### config.mk
export PLATFORM = sky130hd
export DESIGN_NAME = sample_input_debouncer
export DESIGN_NICKNAME = d
export VERILOG_FILES = /design/src/rtl/sample_input_debouncer_pkg.sv /design/src/rtl/sample_input_debouncer_debounce_bit.sv /design/src/rtl/sample_input_debouncer.sv
export SDC_FILE = /design/constraint.sdc
export NUM_CORES = 1
export LEC_CHECK = 0
export ABC_AREA = 1
export CORE_MARGIN = 10
export CORE_UTILIZATION = 60
export CTS_CLUSTER_DIAMETER = 100
export DETAILED_ROUTE_END_ITERATION = 12
export GPL_TIMING_DRIVEN = 0
export HOLD_SLACK_MARGIN = 0.05
export PLACE_DENSITY = 0.78
export SYNTH_ARGS = -nofsm -noshare
export SYNTH_HDL_FRONTEND = slang
export SYNTH_SLANG_ARGS = --single-unit
### constraint.sdc
create_clock -name clk -period 1.95 [get_ports clk]
set_input_delay 0.39 -clock clk [delete_from_list [all_inputs] [get_ports clk]]
set_output_delay 0.39 -clock clk [all_outputs]
set_load 0.005 [all_outputs]
### src/rtl/sample_input_debouncer_pkg.sv
// Shared definitions for the switch input stage feeding the `sample` block.
package sample_input_debouncer_pkg;

    localparam int unsigned SAMPLE_IN_W        = 4;
    localparam int unsigned SAMPLE_CLK_HZ      = 50_000_000;
    localparam int unsigned SAMPLE_DEBOUNCE_MS = 10;

    // Stable cycles needed to accept a new switch level
    localparam int unsigned DEBOUNCE_CNT_MAX = (SAMPLE_CLK_HZ / 1000) * SAMPLE_DEBOUNCE_MS;

    typedef struct packed {
        logic stable;
        logic rise;
        logic fall;
    } db_bit_t;

endpackage

### src/rtl/sample_input_debouncer_debounce_bit.sv
// One switch bit: synchroniser chain, qualification counter and stable level with edge strobes.
module sample_input_debouncer_debounce_bit
    import sample_input_debouncer_pkg::*;
#(
    parameter int unsigned SYNC_STAGES = 2,
    parameter int unsigned CNT_MAX     = 8
) (
    input  logic    clk_i,
    input  logic    rst_i,
    input  logic    raw_i,
    output db_bit_t bit_o,
    output logic    accept_c_o
);

    localparam int unsigned CNT_W = $clog2(CNT_MAX);

    logic [SYNC_STAGES-1:0] sync_q, sync_d;
    logic [CNT_W-1:0]       cnt_q, cnt_d;
    db_bit_t                bit_q, bit_d;
    logic                   sync_out;
    logic                   accept_c;

    // Counter only runs while the synced level disagrees with the accepted one
    always_comb begin
        sync_d   = {sync_q[SYNC_STAGES-2:0], raw_i};
        sync_out = sync_q[SYNC_STAGES-1];
        accept_c = (sync_out != bit_q.stable) && (cnt_q == CNT_W'(CNT_MAX - 1));
        cnt_d    = '0;
        bit_d    = bit_q;
        bit_d.rise = 1'b0;
        bit_d.fall = 1'b0;
        if (sync_out != bit_q.stable) begin
            if (accept_c) begin
                bit_d.stable = sync_out;
                bit_d.rise   = sync_out;
                bit_d.fall   = ~sync_out;
            end else begin
                cnt_d = cnt_q + CNT_W'(1);
            end
        end
    end

    always_ff @(posedge clk_i) begin
        if (rst_i) begin
            sync_q <= '0;
            cnt_q  <= '0;
            bit_q  <= '0;
        end else begin
            sync_q <= sync_d;
            cnt_q  <= cnt_d;
            bit_q  <= bit_d;
        end
    end

    assign bit_o      = bit_q;
    assign accept_c_o = accept_c;

endmodule

### src/rtl/sample_input_debouncer.sv
// Synchronises and debounces the raw board switches into the {x,y,z,w} levels of `sample`,
// with per-bit edge strobes, a combined change strobe and a post-reset settle flag.
module sample_input_debouncer
    import sample_input_debouncer_pkg::*;
#(
    parameter int unsigned WIDTH       = SAMPLE_IN_W,
    parameter int unsigned SYNC_STAGES = 2,
    parameter int unsigned CNT_MAX     = DEBOUNCE_CNT_MAX
) (
    input  logic             clk,
    input  logic             rst,
    input  logic [WIDTH-1:0] sw_raw,
    output logic [WIDTH-1:0] sw_stable,
    output logic [WIDTH-1:0] rise,
    output logic [WIDTH-1:0] fall,
    output logic             changed,
    output logic             settled
);

    localparam int unsigned SETTLE_CYCLES = CNT_MAX + SYNC_STAGES;
    localparam int unsigned SETTLE_W      = $clog2(SETTLE_CYCLES);

    db_bit_t             bit_s [WIDTH];
    logic [WIDTH-1:0]    accept_c;
    logic [SETTLE_W-1:0] settle_cnt_q, settle_cnt_d;
    logic                settled_q, settled_d;
    logic                changed_q, changed_d;

    for (genvar g = 0; g < WIDTH; g++) begin : g_bit
        sample_input_debouncer_debounce_bit #(
            .SYNC_STAGES (SYNC_STAGES),
            .CNT_MAX     (CNT_MAX)
        ) u_bit (
            .clk_i      (clk),
            .rst_i      (rst),
            .raw_i      (sw_raw[g]),
            .bit_o      (bit_s[g]),
            .accept_c_o (accept_c[g])
        );

        assign sw_stable[g] = bit_s[g].stable;
        assign rise[g]      = bit_s[g].rise;
        assign fall[g]      = bit_s[g].fall;
    end

    // changed is registered from the same accept condition so it lines up with rise/fall
    always_comb begin
        changed_d    = |accept_c;
        settle_cnt_d = settle_cnt_q;
        settled_d    = settled_q;
        if (!settled_q) begin
            if (settle_cnt_q == SETTLE_W'(SETTLE_CYCLES - 1)) begin
                settled_d = 1'b1;
            end else begin
                settle_cnt_d = settle_cnt_q + SETTLE_W'(1);
            end
        end
    end

    always_ff @(posedge clk) begin
        if (rst) begin
            settle_cnt_q <= '0;
            settled_q    <= 1'b0;
            changed_q    <= 1'b0;
        end else begin
            settle_cnt_q <= settle_cnt_d;
            settled_q    <= settled_d;
            changed_q    <= changed_d;
        end
    end

    assign changed = changed_q;
    assign settled = settled_q;

endmodule

==> results of run 1 <==
[routing by layer]
| metal | wire [um] | global-route usage | up-vias |
|---|---|---|---|
| li1 | - | - | 2633 |
| met1 | 5592 | 0.2109 | 2435 |
| met2 | 6488 | 0.3337 | 130 |
| met3 | 590 | 0.05378 | 24 |
| met4 | 231 | 0.07405 | 0 |
| met5 | 0 | 0 | - |
[Yosys cell counts (all sizes together)]
master | number | area (sq um)
inv | 98 | 367.8
xor2 | 32 | 280.3
nor3b | 1 | 7.510
nand3 | 67 | 380.4
or2 | 7 | 43.79
nand2 | 170 | 680.7
nand4 | 29 | 187.7
ha | 6 | 75.07
buf | 9 | 102.6
and2 | 2 | 12.51
xnor2 | 13 | 113.9
dfxtp | 117 | 2342
o21ai | 11 | 55.05
a21oi | 43 | 256.5
nor2 | 158 | 655.6
nor3 | 29 | 181.4
nand3b | 8 | 85.08
clkbuf | 2 | 7.510
clkinv | 1 | 3.750
[final cells by class]
| type | instances | share of cell area |
|---|---|---|
| inverters | 99 | 0.05438 |
| flip-flops and latches | 117 | 0.3427 |
| well taps | 129 | 0.02362 |
| plain buffers | 11 | 0.01611 |
| clock inverters | 15 | 0.03350 |
| multi-input cells | 576 | 0.4412 |
| clock buffers | 17 | 0.06060 |
| repair buffers | 19 | 0.02783 |
[flip-flops by register name, indices dropped and copies added, names as in the netlist]
| signal | flops |
|---|---|
| settled | 1 |
| changed | 1 |
| settle_cnt_q | 19 |
| g_bit.u_bit.cnt_q | 76 |
| g_bit.u_bit.sync_q | 8 |
| g_bit.u_bit.bit_o | 12 |
[metrics by stage]
stage          setup WS (ns)  std cells
3_5_place_dp        -0.05286        951
5_1_grt             0.009315        983
6_report              0.1006        983
4_1_cts              0.08520        983
3_3_place_gp       -0.003508        951
2_1_floorplan         0.5301        803
[final timing paths]
| path | slack [ns] | endpoint | startpoint | depth (start not counted) |
|---|---|---|---|---|
| worst max-delay path | 0.10 | sw_stable[0] | g_bit[0].u_bit.bit_o[2]$_SDFFE_PP0P_ | 1 |
| worst min-delay path | 0.39 | g_bit[0].u_bit.sync_q[0]$_SDFF_PP0_ | sw_raw[0] | 3 |
| worst max register to register | 0.18 | g_bit[3].u_bit.cnt_q[17]$_SDFF_PP0_ | g_bit[3].u_bit.cnt_q[0]$_SDFF_PP0_ | 7 |
| worst min register to register | 0.41 | g_bit[2].u_bit.sync_q[1]$_SDFF_PP0_ | g_bit[2].u_bit.sync_q[0]$_SDFF_PP0_ | 2 |
[cell families (layout without fill, tap and decap cells)]
logic type | count (synthesis) | count (layout) | synth area share
simple gates | 471 | 471 | 0.3827
flops | 117 | 117 | 0.4011
buf+inv | 110 | 161 | 0.08249
compound gates | 54 | 54 | 0.05335
xor+xnor | 45 | 45 | 0.06750
fa+ha+maj | 6 | 6 | 0.01286
[power breakdown]
group          leakage, nW  internal (W)  total [W]  switching [W]
combinational         1.09     0.0000330  0.0000874      0.0000544
clock                0.306       0.00221    0.00338        0.00117
sequential           0.945       0.00241    0.00242      0.0000145
==> impl_metrics.csv, run 1 <==
group,metric,value,unit
run_status,outcome,"finished clean",
detailed_routing,wl_per_cell,13.13,um
die,core,9371,sq um
synthesis,synth.yosys.seq_area_share,0.4011,
synthesis,ys_seq_elements,117,
detailed_routing,firstDrtPassIters,6,
layout,nNetsFinal,853,
sta,period_share,0.9484,
detailed_routing,totalWireLength,12.90,mm
synthesis,syn_avg_cell_area,7.272,sq um
setup_path,crit_family,"buffers and inverters",
sta,drv_slew,0,
setup_path,cp-end-kind,"output port",
setup_path,path_class,"flop to output port",
setup_path,worstPathMaxFanout,3,
min_path,hold_path.class,"input pin to flop",
grt,grt_max_degree,17,
layout,num-fill-cells,739,
setup_path,crit_slowest_cell,"clkdlybuf4s50_1",
grt,grt_pass1_wl,22.74,mm
layout,multi_input_area,3015,sq um
clock_network,clock_sink_count,117,
clock_network,postCtsSetupBuffers,0,
sta,worst_pin_slew,0.7144,ns
placed_design,portBuffers,19,
sta,fin_tns_setup,0,ns
clock_network,clkTransAtPathRegs,0.06,ns
grt,grt_usage,0.1896,
clock_network,ctsRootBufferMaster,"clkbuf_8",
sta,rsz0062_at_grt,"no",
detailed_routing,vias,5222,
pwr,power_density,862.1,nW/um^2
layout,layout_common_cells,"157 x nand2_1, 145 x nor2_1, 117 x dfxtp_1",
pwr,vdd_drop_max,0.5718,mV
detailed_routing,drc,0,
layout,antennaDiodeCount,0,
die,start_util,0.6231,
placed_design,dpl.hpwl,9.011,mm
die,die_x,118.7,um
grt,grt_pass1_vias,5183,
sta,fmax,540.7,MHz
setup_path,critPathMaxStageDelay,0.54,ns
placed_design,place_congestion,0.9082,
synthesis,syn_inst,803,
detailed_routing,via_per_inst,5.312,
clock_network,holdBufCountCts,0,
layout,post-route-util,0.7292,
clock_network,cts-resized-gates,0,
sta,skew,0.01729,ns
die,die_area,14080,sq um
detailed_routing,drtIter0Drc,416,
detailed_routing,final_antenna_net_count,0,
sta,relSlewSlack,0.5237,
clock_network,clk_path_buf_depth,2,
layout,final_common_cell,"nand2_1",
pwr,total_leakage_power,2.338,nW
setup_path,cp_num_buf_inv,1,
pwr,total_power,0.005892,W
clock_network,clk_latency,0.54,ns
synthesis,netlist_area,5839,sq um
sta,timing.final.setup_violations,0,
placed_design,dpl_cell_area,6191,sq um
setup_path,worstPathRequired,1.56,ns
clock_network,cts_tree,"yes",
layout,area_delta_synth_final,17.03,%
die,dieHeight,118.7,um
setup_path,arrival,1.46,ns
layout,final_area,6834,sq um
sta,whs,0.3860,ns
setup_path,startpoint_type,"flop",
layout,ff_latch_area,2342,sq um
sta,period_minus_slack,1.849,ns
synthesis,synth_fp_nets,815,
run,maxCapViolCount,0,
clock_network,htree_levels,4,
layout,drive_gt1_frac,0.1183,
grt,overflow,0,
setup_path,crit_chain,"clkdlybuf4s50_1",
grt,antenna_found_initial,0,
die,fp-row-count,35,
synthesis,yosysWarnings,0,
die,ios,20,
clock_network,numCtsBuffers,17,
sta,hold_viol,0,
synthesis,ys_types,34,
(Power assumes the default switching activity.)
==> inputs of run 2 (changes only) <==
--- a/config.mk
+++ b/config.mk
@@ -9,6 +9,7 @@
 export CORE_MARGIN = 10
 export CORE_UTILIZATION = 60
 export CTS_CLUSTER_DIAMETER = 100
+export CTS_CLUSTER_SIZE = 28
 export DETAILED_ROUTE_END_ITERATION = 12
 export GPL_TIMING_DRIVEN = 0
 export HOLD_SLACK_MARGIN = 0.05
==> results of run 2 <==
No change in the layout: final DEF, timing and power equal those of run 1.
==> inputs of run 3 (changes only) <==
--- a/config.mk
+++ b/config.mk
@@ -13,7 +13,9 @@
 export DETAILED_ROUTE_END_ITERATION = 12
 export GPL_TIMING_DRIVEN = 0
 export HOLD_SLACK_MARGIN = 0.05
+export MAX_ROUTING_LAYER = met4
 export PLACE_DENSITY = 0.78
+export SKIP_LAST_GASP = 1
 export SYNTH_ARGS = -nofsm -noshare
 export SYNTH_HDL_FRONTEND = slang
 export SYNTH_SLANG_ARGS = --single-unit
==> run 3 against run 2 <==
Net effect:
- sequential power about the same
- global-route usage up 0.11 points
- routed wire length down 0.58%
- maximum frequency up 0.75%
- die area unchanged
- power down 0.34%
- via count down 0.75%
- first-iteration DRC count down 8.2%
- non-clock buffer count unchanged
- largest cell class unchanged
- largest power group unchanged
- highest routed layer unchanged
==> impl_metrics.csv, run 3 (synthesis results as in run 1) <==
group,metric,value,unit
sta,period_minus_slack,1.836,ns
placed_design,dpl.hpwl,8.820,mm
setup_path,crit_family,"buffers and inverters",
die,start_util,0.6231,
layout,post-route-util,0.7288,
die,die_x,118.7,um
clock_network,clk_path_buf_depth,2,
layout,layout_common_cells,"157 x nand2_1, 145 x nor2_1, 117 x dfxtp_1",
clock_network,cts-resized-gates,0,
setup_path,startpoint_type,"flop",
grt,grt_pass1_vias,5089,
pwr,total_power,0.005871,W
clock_network,ctsRootBufferMaster,"clkbuf_8",
placed_design,pre_cts_ws,-0.006915,ns
layout,largest_reg_flops,76,
grt,grt_use_met1,0.2188,
sta,rsz0062_at_grt,"no",
layout,top_register,"g_bit.u_bit.cnt_q",
detailed_routing,firstDrtPassIters,6,
run,maxCapViolCount,0,
sta,skew,0.01211,ns
placed_design,place_congestion,0.9187,
clock_network,clkTransAtPathRegs,0.06,ns
sta,relSlewSlack,0.5202,
detailed_routing,drc,0,
die,core,9371,sq um
setup_path,worstPathMaxFanout,3,
layout,num-fill-cells,759,
layout,nNetsFinal,853,
clock_network,cts_tree,"yes",
layout,final_area,6830,sq um
setup_path,crit_chain,"clkdlybuf4s50_1",
clock_network,htree_levels,4,
run_status,outcome,"finished clean",
layout,area_delta_synth_final,16.97,%
setup_path,cp_num_buf_inv,1,
placed_design,dpl_cell_area,6191,sq um
grt,grt_pass1_wl,22.44,mm
grt,met3_usage,0.04760,
layout,final-instance-count-excl-fill,983,
setup_path,worstPathRequired,1.56,ns
pwr,power_density,859.6,nW/um^2
grt,grt_usage,0.1907,
grt,grt_max_degree,17,
sta,timing.final.setup_violations,0,
placed_design,dp.cells,951,
layout,final_common_cell,"nand2_1",
grt,grt.busiest_layer,"met2",
sta,fmax,544.8,MHz
sta,fin_ws,0.1143,ns
die,die_area,14080,sq um
pwr,vdd_drop_max,0.7890,mV
grt,antenna_found_initial,0,
sta,drv_slew,0,
setup_path,arrival,1.45,ns
grt,met2_usage,0.3157,
setup_path,r2r_slack,0.20,ns
die,ios,20,
detailed_routing,via_per_inst,5.273,
detailed_routing,final_antenna_net_count,0,
die,dieHeight,118.7,um
setup_path,cp-end-kind,"output port",
setup_path,path_class,"flop to output port",
placed_design,portBuffers,19,
detailed_routing,totalWireLength,12.83,mm
clock_network,clock_sink_count,117,
layout,drive_gt1_frac,0.1148,
clock_network,numCtsBuffers,17,
clock_network,postCtsSetupBuffers,0,
die,fp-row-count,35,
setup_path,critPathMaxStageDelay,0.54,ns
grt,overflow,0,
clock_network,holdBufCountCts,0,
setup_path,crit_slowest_cell,"clkdlybuf4s50_1",
sta,worst_pin_slew,0.7197,ns
detailed_routing,vias,5183,
min_path,hold_path.class,"input pin to flop",
sta,period_share,0.9414,
clock_network,clk_latency,0.51,ns
detailed_routing,wl_per_cell,13.05,um
sta,hold_viol,0,
detailed_routing,drtIter0Drc,382,
pwr,total_leakage_power,2.344,nW
layout,antennaDiodeCount,0,
[run 3: cell count changes in the layout (fill, tap and decap cells not counted), moves of 2 or more]
| cell | change |
|---|---|
| clkbuf_1 | +3 |
| clkbuf_8 | +3 |
| clkinv_4 | -3 |
| clkinvlp_4 | -2 |
[run 3: cell type report]
cell class	count	area, sq um	area share
Multi-Input combinational cell	576	3015	0.4415
Clock buffer	23	466.7	0.06833
Sequential cell	117	2342	0.3429
Buffer	11	110.1	0.01612
Timing Repair Buffer	19	190.2	0.02784
Tap cell	129	161.4	0.02363
Inverter	99	371.6	0.05441
Clock inverter	9	172.7	0.02528
[run 3: final timing paths]
kind	startpoint	to	cells past startpoint
worst max-delay path	g_bit[2].u_bit.bit_o[2]$_SDFFE_PP0P_	sw_stable[2]	1
worst min-delay path	sw_raw[2]	g_bit[2].u_bit.sync_q[0]$_SDFF_PP0_	3
worst max register to register	g_bit[3].u_bit.cnt_q[0]$_SDFF_PP0_	g_bit[3].u_bit.cnt_q[7]$_SDFF_PP0_	7
worst min register to register	g_bit[0].u_bit.sync_q[0]$_SDFF_PP0_	g_bit[0].u_bit.sync_q[1]$_SDFF_PP0_	2
[run 3: routing by layer]
metal,wire length [um],part of all wire,vias to the layer above
met4,190,0.015,0
met3,629,0.049,21
met5,0,0,-
li1,-,-,2629
met2,6305,0.49,141
met1,5702,0.44,2392
[run 3: metrics by stage]
step                hold WS, ns   TNS (ns)
floorplan                0.3883          0
global placement         0.3922  -0.002577
detailed placement       0.4060  -0.009698
CTS                      0.3920          0
global route             0.4098          0
finish                   0.4064          0
[run 3: where the power goes]
part | internal (W) | total (W) | switching, W | leakage (nW)
combinational | 0.0000332 | 0.0000884 | 0.0000551 | 1.09
clock | 0.00230 | 0.00336 | 0.00106 | 0.312
sequential | 0.00241 | 0.00242 | 0.0000142 | 0.945
total | 0.00474 | 0.00587 | 0.00113 | 2.34
